[src/rtl/add_order_to_book.sv]
`default_nettype none
// ============================================================================
// Module   : add_order_to_book
// Purpose  : Inserts one order into the buy or sell order-book RAM. Scans the
//            selected side from address 0 for the first all-zero slot and
//            writes the packed {order_id, quantity, limit} word there, so the
//            book stays contiguous for the stop-at-first-zero scanner.
//            Rejects the order when the side is full or the quantity is zero.
// Revision : 1.0  initial release
// ============================================================================
module add_order_to_book #(
    parameter int MAX_BOOK_SIZE = 10,
    parameter int ADDR_W        = 12
) (
    input  logic              clk,
    input  logic              rst,
    input  logic              start,
    input  logic              side,
    input  logic [15:0]       limit,
    input  logic [15:0]       quantity,
    input  logic [15:0]       order_id,
    output logic [ADDR_W-1:0] ram_addr,
    output logic [47:0]       ram_wdata,
    output logic              buy_wren,
    output logic              sell_wren,
    input  logic [47:0]       buy_rdata,
    input  logic [47:0]       sell_rdata,
    output logic [ADDR_W-1:0] slot,
    output logic              ok,
    output logic              done
);

    // Last slot index; the scan index is compared against it before it is
    // incremented, so it never walks past the end of the book.
    localparam logic [ADDR_W-1:0] c_last_idx = ADDR_W'(MAX_BOOK_SIZE - 1);

    typedef enum logic [2:0] {
        S_IDLE  = 3'd0,
        S_LATCH = 3'd1,
        S_READ  = 3'd2,
        S_WAIT  = 3'd3,
        S_CHECK = 3'd4,
        S_WRITE = 3'd5,
        S_DONE  = 3'd6
    } state_t;

    state_t             r_state;
    logic [ADDR_W-1:0]  r_idx;
    logic               r_side;
    logic [47:0]        r_word;
    logic [47:0]        r_wdata;
    logic               r_buy_wren;
    logic               r_sell_wren;
    logic [ADDR_W-1:0]  r_slot;
    logic               r_ok;
    logic               r_done;

    logic [47:0]        w_sel_rdata;
    logic               w_slot_empty;

    // The latched side picks which RAM's read data the scan looks at.
    assign w_sel_rdata  = r_side ? sell_rdata : buy_rdata;
    assign w_slot_empty = (w_sel_rdata == 48'd0);

    // The scan index drives the shared RAM address directly; it is a register,
    // and it is held at 0 whenever no request is in progress.
    assign ram_addr  = r_idx;
    assign ram_wdata = r_wdata;
    assign buy_wren  = r_buy_wren;
    assign sell_wren = r_sell_wren;
    assign slot      = r_slot;
    assign ok        = r_ok;
    assign done      = r_done;

    // Request sequencer: latch order, scan for the first free slot, write once.
    always_ff @(posedge clk or negedge rst) begin
        if (!rst) begin
            r_state     <= S_IDLE;
            r_idx       <= '0;
            r_side      <= 1'b0;
            r_word      <= '0;
            r_wdata     <= '0;
            r_buy_wren  <= 1'b0;
            r_sell_wren <= 1'b0;
            r_slot      <= '0;
            r_ok        <= 1'b0;
            r_done      <= 1'b0;
        end else begin
            case (r_state)
                S_IDLE: begin
                    if (start) begin
                        // The order is captured here so that later input
                        // changes cannot disturb the request in flight.
                        r_idx   <= '0;
                        r_side  <= side;
                        r_word  <= {order_id, quantity, limit};
                        r_state <= S_LATCH;
                    end
                end

                S_LATCH: begin
                    if (r_word[31:16] == 16'd0) begin
                        r_ok    <= 1'b0;
                        r_done  <= 1'b1;
                        r_state <= S_DONE;
                    end else begin
                        r_state <= S_READ;
                    end
                end

                // Address is presented during READ; the RAM registers it.
                S_READ: r_state <= S_WAIT;

                // One more cycle so the registered RAM output is settled.
                S_WAIT: r_state <= S_CHECK;

                S_CHECK: begin
                    if (w_slot_empty) begin
                        r_wdata     <= r_word;
                        r_buy_wren  <= ~r_side;
                        r_sell_wren <= r_side;
                        r_state     <= S_WRITE;
                    end else if (r_idx == c_last_idx) begin
                        r_ok    <= 1'b0;
                        r_done  <= 1'b1;
                        r_state <= S_DONE;
                    end else begin
                        r_idx   <= r_idx + 1'b1;
                        r_state <= S_READ;
                    end
                end

                S_WRITE: begin
                    r_buy_wren  <= 1'b0;
                    r_sell_wren <= 1'b0;
                    r_wdata     <= '0;
                    r_slot      <= r_idx;
                    r_ok        <= 1'b1;
                    r_done      <= 1'b1;
                    r_state     <= S_DONE;
                end

                S_DONE: begin
                    // A held start must drop before another request is taken.
                    if (!start) begin
                        r_done  <= 1'b0;
                        r_ok    <= 1'b0;
                        r_slot  <= '0;
                        r_idx   <= '0;
                        r_state <= S_IDLE;
                    end
                end

                default: r_state <= S_IDLE;
            endcase
        end
    end

endmodule
`default_nettype wire

[config.mk]
export PLATFORM = sky130hd
export DESIGN_NAME = add_order_to_book
export DESIGN_NICKNAME = d
export VERILOG_FILES = /design/src/rtl/add_order_to_book.sv
export SDC_FILE = /design/constraint.sdc
export NUM_CORES = 1
export LEC_CHECK = 0
export BUFFER_PORTS_ARGS = -buffer_cell sky130_fd_sc_hd__buf_2
export CELL_PAD_IN_SITES_DETAIL_PLACEMENT = 1
export CELL_PAD_IN_SITES_GLOBAL_PLACEMENT = 1
export CORE_AREA = 2 2 162 116
export CTS_CLUSTER_DIAMETER = 100
export CTS_CLUSTER_SIZE = 40
export DETAILED_ROUTE_END_ITERATION = 10
export DIE_AREA = 0 0 164 118
export PLACE_DENSITY = 0.78
export SLEW_MARGIN = 20
export SYNTH_ARGS = -nofsm -noshare
export SYNTH_HDL_FRONTEND = slang
export SYNTH_SLANG_ARGS = --single-unit
[constraint.sdc]
create_clock -name clk -period 2.18 [get_ports clk]
set_input_delay 0.327 -clock clk [delete_from_list [all_inputs] [get_ports clk]]
set_output_delay 0.327 -clock clk [all_outputs]
set_load 0.02 [all_outputs]
**After elaboration in Yosys (flattened, before gate mapping)**

Index checks and enable logic that the tools add are counted.

- $add $sub $neg: 1
- Multiply operators: 0
- Divide/modulo/power cells: 0
- Order comparisons: 0
- Equality and inequality tests: 14
- Shift-type cells: 0
- Muxes and demuxes: 28
- Bitwise operators: 1
- Reductions and logical operators: 13

Operator list:

| kind | count |
|---|---|
| 48-bit two-way mux | 2 |
| 48-bit one-hot mux with 2 select lines | 1 |
| 48-bit logical NOT | 1 |
| 12-bit two-way mux | 4 |
| 12-bit one-hot mux with 3 select lines | 1 |
| 12-bit one-hot mux with 2 select lines | 1 |
| 3-bit one-hot mux with 7 select lines | 1 |
| 16-bit logical NOT | 1 |
| 3-bit two-way mux | 5 |
| 2-bit != test (second input constant) | 7 |
| 12-bit by 1-bit adder with 12-bit output (second input constant) | 1 |
| 12-bit by 4-bit equality test with 1-bit output (second input constant) | 1 |
| 5-bit AND reduction | 2 |
| 3-bit equality test (second input constant) | 3 |
| 1-bit two-way mux | 9 |
| 1-bit one-hot mux with 4 select lines | 2 |
| 2-bit AND reduction | 4 |
| 3-bit by 2-bit equality test with 1-bit output (second input constant) | 2 |
| 1-bit one-hot mux with 2 select lines | 2 |
| 2-bit nonzero test | 2 |
| 4-bit nonzero test | 1 |
| 3-bit by 1-bit equality test with 1-bit output (second input constant) | 1 |
| 3-bit logical NOT | 1 |
| 3-bit nonzero test | 1 |
| 1-bit inverter | 1 |

- Flip-flop bits (word level): 128
- Bits in latches: 0
- Bits in writable memories: 0
- Bits in read-only memories: 0
- Input bits: 148
- Output and inout bits: 76
- Word-level logic and storage cells: 67
- Memories: 0

**Logic depth before layout (Yosys ltp)**

Gate-level depths: netlist of run 1.

- Word-level depth: 4
- Mapped depth: 8
- Depth with buffers taken out: 7

**Worst setup path before layout of run 1**

No wires, ideal clock.

- Path kind: input port to flip-flop
- Start: input sell_rdata[1]
- End: register r_wdata[10] (netlist: ram_wdata[10])
- Setup time: 133 ps
- Arrival: 1,987 ps
- Required time: 2,047 ps
- Slack: 59 ps
- Stages: 8
- Buffers on the path: 2
- Cells stage by stage: or4_1 nor3_2 nand4_1 a22o_1 clkbuf_2 clkbuf_1 a22oi_1 o21ai_0

- Longest elaborated chain between the ends: 4

RTL lines:

| element | RTL line | source |
|---|---|---|
| start, declared | 27 | `input logic [47:0] sell_rdata,` |
| 48-bit two-way mux | 62 | `assign w_sel_rdata = r_side ? sell_rdata : buy_rdata;` |
| 48-bit logical NOT | 63 | `assign w_slot_empty = (w_sel_rdata == 48'd0);` |
| 2-bit != test (no source line) | -- |  |
| 2-bit AND reduction (no source line) | -- |  |
| end signal, assigned | 119 | `r_wdata <= r_word;` |
| end, declared | 51 | `logic [47:0] r_wdata;` |

No other way between the ends.
A chain may end at the register's enable or synchronous reset.

**Worst setup path after layout of run 1**

- Start: register r_side
- End: register r_wdata[40] (netlist: ram_wdata[40])

- Longest elaborated chain between the ends: 4

RTL lines:

| element | RTL line | source |
|---|---|---|
| start, declared | 49 | `logic r_side;` |
| start signal, assigned | 95 | `r_side <= side;` |
| 48-bit two-way mux | 62 |  |
| 48-bit logical NOT | 63 |  |
| 2-bit != test (no source line) | -- |  |
| 2-bit AND reduction (no source line) | -- |  |

No other way between the ends.

==> results by group, run 1 <==
Critical path
  • Worst Setup SP: r_side$_DFFE_PN0P_
  • Worst EP arrival: 2690 ps
  • Worst r2r src: r_side$_DFFE_PN0P_
  • Nature of the critical path endpoint: flop
  • Max incr delay on CP: 480 ps
  • Cell chain of the critical path: nor4_2 -> nand4_1 -> or4_4 -> a221oi_4 -> buf_6 -> buf_12 -> a22oi_1 -> o21ai_1
  • R2R Setup Slk: -170 ps
  • Worst reg2reg path depth: 8
  • WP data required: 2520 ps
  • Top Family by Delay on Critical Path: simple AND/OR/NAND/NOR gates
  • Slowest stage cell, crit path: or4_4
  • WS Path Type: flop to flop
  • Reg2Reg Capture Point: ram_wdata[40]$_DFFE_PN0P_
  • CP Launch Type: flop
  • Worst path depth: 8
  • CP endpoint: ram_wdata[40]$_DFFE_PN0P_
  • Critical-path maximum fanout: 14
  • Crit path buffers/inverters: 2

Power and ir drop
  • Leakage power: around 3.8 nW
  • Pint: about 6.6 mW
  • Max IR drop VDD: 0.000595 V
  • Sw Pwr: 3.64 mW
  • Pwr dens: 1250 nW/um^2
  • Net Sw Frac: 35.6%
  • Clock network power share: about 28%
  • Comb pwr share: between 30% and 40%
  • PnR Total Power: 10.2 mW
  • Sequential share of power: between 30% and 40%

Timing
  • Max Transition Viols Final: 0
  • Setup Viol. Count Final: roughly 60
  • Max Freq: between 400 and 500 MHz
  • Clock Skew: 9.15 ps
  • Fin crit period: 2350 ps
  • Hold Worst Slack: 123 ps
  • Final period util: 108%
  • Final hold viol count: 0
  • Unrepaired setup endpoints after global routing: true
  • Final setup margin: -174 ps
  • Slew Limit Headroom: 66.1%
  • Worst Max-Slew Pin Slew: 504 ps

Placement
  • GP Congestion: 0.841
  • PortBufs: 223
  • DP Area: 7360 um^2
  • Placed Cells: 970
  • DP HPWL: between 10000 and 15000 um

Synth
  • Synth cell types: 48
  • Ys async rst share: 100%
  • Fraction of the yosys area taken by sequential cells: a little under three fifths
  • Syn nets: 672
  • Yosys top cell area share: roughly 55%
  • Number of synthesized flops with an enable pin: 0
  • Mapped Area: about 5800 um^2
  • Predominant post-synthesis flop cell: dfrtp_1
  • Yosys reg bits: 128
  • Synthesized instance count: 522
  • Largest area contributor in the netlist: dfrtp_1
  • Mapped Avg Cell Area: 11.1 um^2
  • Top cells by area, synth: dfrtp_1 (55%), mux2_2 (9.3%), a22oi_1 (5.2%), nand2_1 (4.3%), nor4_1 (2.6%)
  • Synthesis warning total: 0

Finish
  • Layout cells sized above 1: 49.4%
  • Final Cell Area: 8200 um^2
  • Non-Filler Instances: 1008
  • Layout area overhead: 41.2%
  • Final nets: 909
  • Final Util: between 40% and 50%

Min path
  • Hold crit path type: primary input to flop
  • Hold Crit Depth: 3

Floorplanning
  • Die height: 118 um
  • Die area: 19400 um^2
  • I/O pins: 224
  • Initial Utilization: 32.6%
  • Row count: 41
  • Core area: 17800 um^2
  • Die W: ~160 um

Global route
  • GRT Overall Usage: between 20% and 30%
  • Vias in the first global route: ~5500
  • First-pass GRT wire length: 30400 um
  • GR Overflow Total: 0
  • Antenna violations before repair: 2
  • Largest net degree at the start of global routing: 50

Detailed routing
  • Router iterations before antenna repair: 4
  • DRC Markers: 0
  • Vias post-DR: approximately 5200
  • Vias per cell: 5.18
  • Total routed wirelength: 19000 um
  • Final ANT Viol Nets: 0
  • Iter 0 DRT Violations: ~210
  • Mean routed wirelength per cell: 18.8 um

Run status
  • Failing checks: setup timing
  • Status: finished, violations left

CTS
  • TritonCTS Buffers: 17
  • H-tree depth: 4
  • Clk root buf: clkbuf_16
  • Clock slew at reported path FFs: 50 ps
  • CTS tree: done
  • Clock Latency Late Sink: 420 ps
  • CTS Buffer Depth: 2
  • Clock sinks: 128

Flow run
  • Number of max-cap violations: 0
-- how the worst min path moves through the flow --
stage / from / end
after detailed placement: rst / slot[7]$_DFFE_PN0P_
after floorplan: rst / buy_wren$_DFFE_PN0P_
after global placement: rst / slot[7]$_DFFE_PN0P_
after CTS: side / r_side$_DFFE_PN0P_
after global routing: quantity[9] / r_word[25]$_DFFE_PN0P_
final: side / r_side$_DFFE_PN0P_
-- Yosys cell counts (6+ instances only) --
library cell  count
mux2_2           48
and3_1            6
nand4_1           9
a22oi_2          10
a21oi_1          11
or3_1             6
buf_2             6
a22oi_1          40
nand2_1          66
dfrtp_1         128
nor2_1           12
o21ai_0          25
o21ai_1          30
clkbuf_1         25
a22o_1           13
nor4_1           24
-- power groups by stage --
stage	Clock [mW]	Sequential, mW	Combinational (mW)
floorplan	0	4.21	1.73
global placement	0	3.88	3.18
detailed placement	0	3.93	3.32
CTS	2.88	3.94	3.41
global route	2.99	4.12	3.77
finish	2.83	3.97	3.42
-- state kept, by name, indices dropped and copies added (netlist names) --
name,flops
slot,12
sell_wren,1
r_word,48
r_state,3
r_side,1
ok,1
ram_wdata,48
done,1
buy_wren,1
ram_addr,12
-- worst min-delay path: cells and delay by family --
family | cells | cell delay (ps)
buffers and inverters | 1 | 80
AOI/OAI and AO/OA | 1 | 60
and+or+nand+nor | 1 | 40
-- per-layer routing --
layer / vias up / wire (um) / part of all wire (%) / track usage [%]
li1: 2435 / - / - / -
met1: 2633 / 8900 / 47 / 27.6
met2: 134 / 8730 / 46 / 31.6
met3: 18 / 1170 / 6.2 / 6.62
met4: 2 / 161 / 0.85 / 3.95
met5: - / 16 / 0.084 / 0
-- cells in the final DEF (no fill, tap or decap), drive strengths merged, types with 3 or more instances in the layout --
| master | instances |
|---|---|
| nand3 | 4 |
| or4 | 6 |
| inv | 5 |
| a22oi | 50 |
| mux2 | 48 |
| clkbuf | 25 |
| dfrtp | 128 |
| bufinv | 3 |
| a22o | 13 |
| o31ai | 5 |
| buf | 253 |
| clkinv | 4 |
| a31o | 4 |
| a21oi | 11 |
| nor4 | 24 |
| or3 | 6 |
| nand2b | 5 |
| and3 | 6 |
| nand4 | 9 |
| o21ai | 55 |
| nor3 | 3 |
| nand2 | 66 |
| nor2 | 12 |
-- stage by stage --
step	setup WS, ps	TNS, ps
2_1_floorplan	59.2	0
3_3_place_gp	-240	-11600
3_5_place_dp	-319	-14450
4_1_cts	-205	-9030
5_1_grt	-351	-17780
6_report	-174	-7880
-- layout make-up --
cell class	count	area [um^2]
diodes	1	2.50
multi-input cells	352	2580
inverters	5	18.8
clock buffers	24	462
clock inverters	7	110
repair buffers	255	1520
well taps	236	295
fillers	2018	9600
flip-flops and latches	128	3210
-- logic make-up (layout without fill, tap and decap cells) --
logic type	Yosys count	after routing	share of synthesized area (%)
buffers and inverters	42	291	3.38
other	0	1	0
and+or+nand+nor	148	148	12.9
adders and majority gates	2	2	0.431
DFF	128	128	55.2
AOI/OAI and AO/OA	152	152	18.5
muxes	50	50	9.66
-- timing repair --
action                                 CTS  global route
buffers inserted                         2             1
endpoints found under the hold margin   46             0
pin swaps                                1             2
cloned                                   1             1
setup endpoints to repair               64            67
gates resized for setup                 43            14
hold buffers                             1             0
No activity file was read; power rests on OpenSTA's default activity.
==> run 2: changes to the inputs <==
- SETUP_SLACK_MARGIN: unset -> 0.5
==> run 2 against run 1 <==
Net effect: the run still ends with setup timing left; cell area is 6.0% higher; largest cell class unchanged; register-to-register slack about the same; first-iteration DRC count increased by 65%; non-clock buffer count is 17 higher; highest routed layer unchanged; critical path depth grew 1; sequential cell count did not move; via count increased by 5.5%; critical path type unchanged; sequential share of layout area down 2.2 points.
==> results by group, run 2 (synthesis gave the netlist of run 1 again) <==
Run status
  • Status: finished, violations left
  • Failing checks: setup timing

CTS
  • CTS Buffer Depth: 2
  • Clk root buf: clkbuf_16
  • Clock Latency Late Sink: 410 ps
  • Clock slew at reported path FFs: 60 ps
  • CTS tree: done
  • Clock sinks: 128
  • H-tree depth: 4
  • TritonCTS Buffers: 17

Detailed routing
  • Vias post-DR: 5509
  • Router iterations before antenna repair: 5
  • Final ANT Viol Nets: 0
  • Mean routed wirelength per cell: 21.4 um
  • Iter 0 DRT Violations: 340
  • DRC Markers: 0
  • Vias per cell: around 5.4
  • Total routed wirelength: 22000 um

Global route
  • Largest net degree at the start of global routing: 71
  • First-pass GRT wire length: 33300 um
  • GR Overflow Total: 0
  • Antenna violations before repair: 2
  • GRT Overall Usage: about 22%
  • Vias in the first global route: 5758

Timing
  • Max Transition Viols Final: 0
  • Setup Total Neg Slack: -4110 ps
  • Final setup margin: -160 ps
  • Max Freq: around 430 MHz
  • Slew Limit Headroom: between 50% and 60%
  • Clock Skew: 9.07 ps
  • Hold Worst Slack: 122 ps
  • Final hold viol count: 0
  • Setup Viol. Count Final: 57
  • Final period util: 107%
  • Unrepaired setup endpoints after global routing: true
  • Fin crit period: 2340 ps
  • Worst Max-Slew Pin Slew: 628 ps

Min path
  • Hold Crit Depth: 3
  • Hold crit path type: primary input to flop
  • Min-delay src: side
  • WHS Endpoint: r_side$_DFFE_PN0P_

Power and ir drop
  • Sw Pwr: between 3 and 4 mW
  • Pwr dens: 1190 nW/um^2
  • Net Sw Frac: 37.5%
  • Pint: 6.47 mW
  • Comb pwr share: 35.3%
  • Clock network power share: 25.8%
  • Max IR drop VDD: 0.000561 V
  • Leakage power: 4.04 nW
  • Sequential share of power: 38.9%
  • PnR Total Power: 10.4 mW

Finish
  • Layout cells sized above 1: about 54%
  • Final nets: 926
  • Commonest non-fill, non-tap cell in the layout: buf_2
  • Layout area overhead: 49.7%
  • Commonest non-fill, non-tap cells in the layout: buf_2 (222), dfrtp_1 (127), nand2_1 (65), mux2_2 (48), o21ai_1 (44)
  • Final Cell Area: roughly 8700 um^2

Flow run
  • Number of max-cap violations: 0

Critical path
  • Critical-path maximum fanout: 8
  • Nature of the critical path endpoint: flop
  • Worst r2r src: r_side$_DFFE_PN0P_
  • WP data required: 2510 ps
  • R2R Setup Slk: -160 ps
  • Reg2Reg Capture Point: ram_wdata[46]$_DFFE_PN0P_
  • Worst reg2reg path depth: 9
  • WS Path Type: flop to flop
  • CP Launch Type: flop
  • Worst EP arrival: 2670 ps

Floorplanning
  • Die area: 19400 um^2
  • Row count: slightly above 40
  • Initial Utilization: 32.6%
  • I/O pins: 224
  • Die height: about 120 um
  • Die W: 164 um
  • Core area: approximately 18000 um^2

Placement
  • GP Congestion: about 0.9
  • PortBufs: roughly 220
  • DP Area: 7430 um^2
  • Place WS: -300 ps
  • DP HPWL: 13800 um
[run 2: metal layers]
metal,vias up,routed length [um],track usage (%)
li1,2477,-,-
met1,2821,9750,30.5
met2,177,10300,33.8
met3,32,1550,7.12
met4,2,345,5.76
met5,-,9,0
[run 2: power by group through the flow]
stage	combinational [mW]	sequential [mW]	clock [mW]
finish	3.65	4.03	2.67
CTS	3.47	3.97	2.72
global placement	3.20	3.93	0
global route	4.02	4.14	2.84
floorplan	1.77	4.23	0
detailed placement	3.35	3.97	0
[run 2: worst max path at each step]
stage,to,cells past startpoint,from,slack [ps]
final,ram_wdata[46]$_DFFE_PN0P_,9,r_side$_DFFE_PN0P_,-160
after global routing,ram_wdata[46]$_DFFE_PN0P_,9,r_side$_DFFE_PN0P_,-280
after CTS,ram_wdata[20]$_DFFE_PN0P_,9,r_side$_DFFE_PN0P_,-60
after detailed placement,ram_wdata[14]$_DFFE_PN0P_,10,buy_rdata[10],-300
after global placement,done$_DFFE_PN0P_,9,buy_rdata[10],-240
after floorplan,ram_wdata[27]$_DFFE_PN0P_,8,sell_rdata[1],130
[run 2: final cells by class]
type                    instances  area [um^2]
diodes                          1         2.50
clock buffers                  20          457
clock inverters                11         91.3
fillers                      1955         9110
inverters                       5         18.8
multi-input cells             352         2800
flip-flops and latches        128         3200
well taps                     236          295
repair buffers                272         1820
[run 2: worst max-delay path, cell delays in order (launching register included)]
cell,delay (ps)
dfrtp_1,420
nor4b_4,220
nand4_1,130
or3_4,450
a221oi_4,290
buf_4,180
buf_12,160
clkbuf_16,180
a22oi_2,50
o21ai_1,170
[run 2: metrics by stage]
stage | util (%) | cells
after floorplan | - | 522
after global placement | 41.8 | 970
after detailed placement | 41.8 | 970
after CTS | 47.0 | 1016
after global routing | 48.8 | 1025
final | 48.8 | 1025
[run 2: repair_timing]
action                                  CTS  global route
gates cloned                              6             4
hold buffers                              1             0
endpoints found under the hold margin   128             0
buffers inserted                          8             4
pin swaps                                17            23
gates resized for setup                  38            47
endpoints found under the setup margin   79           123
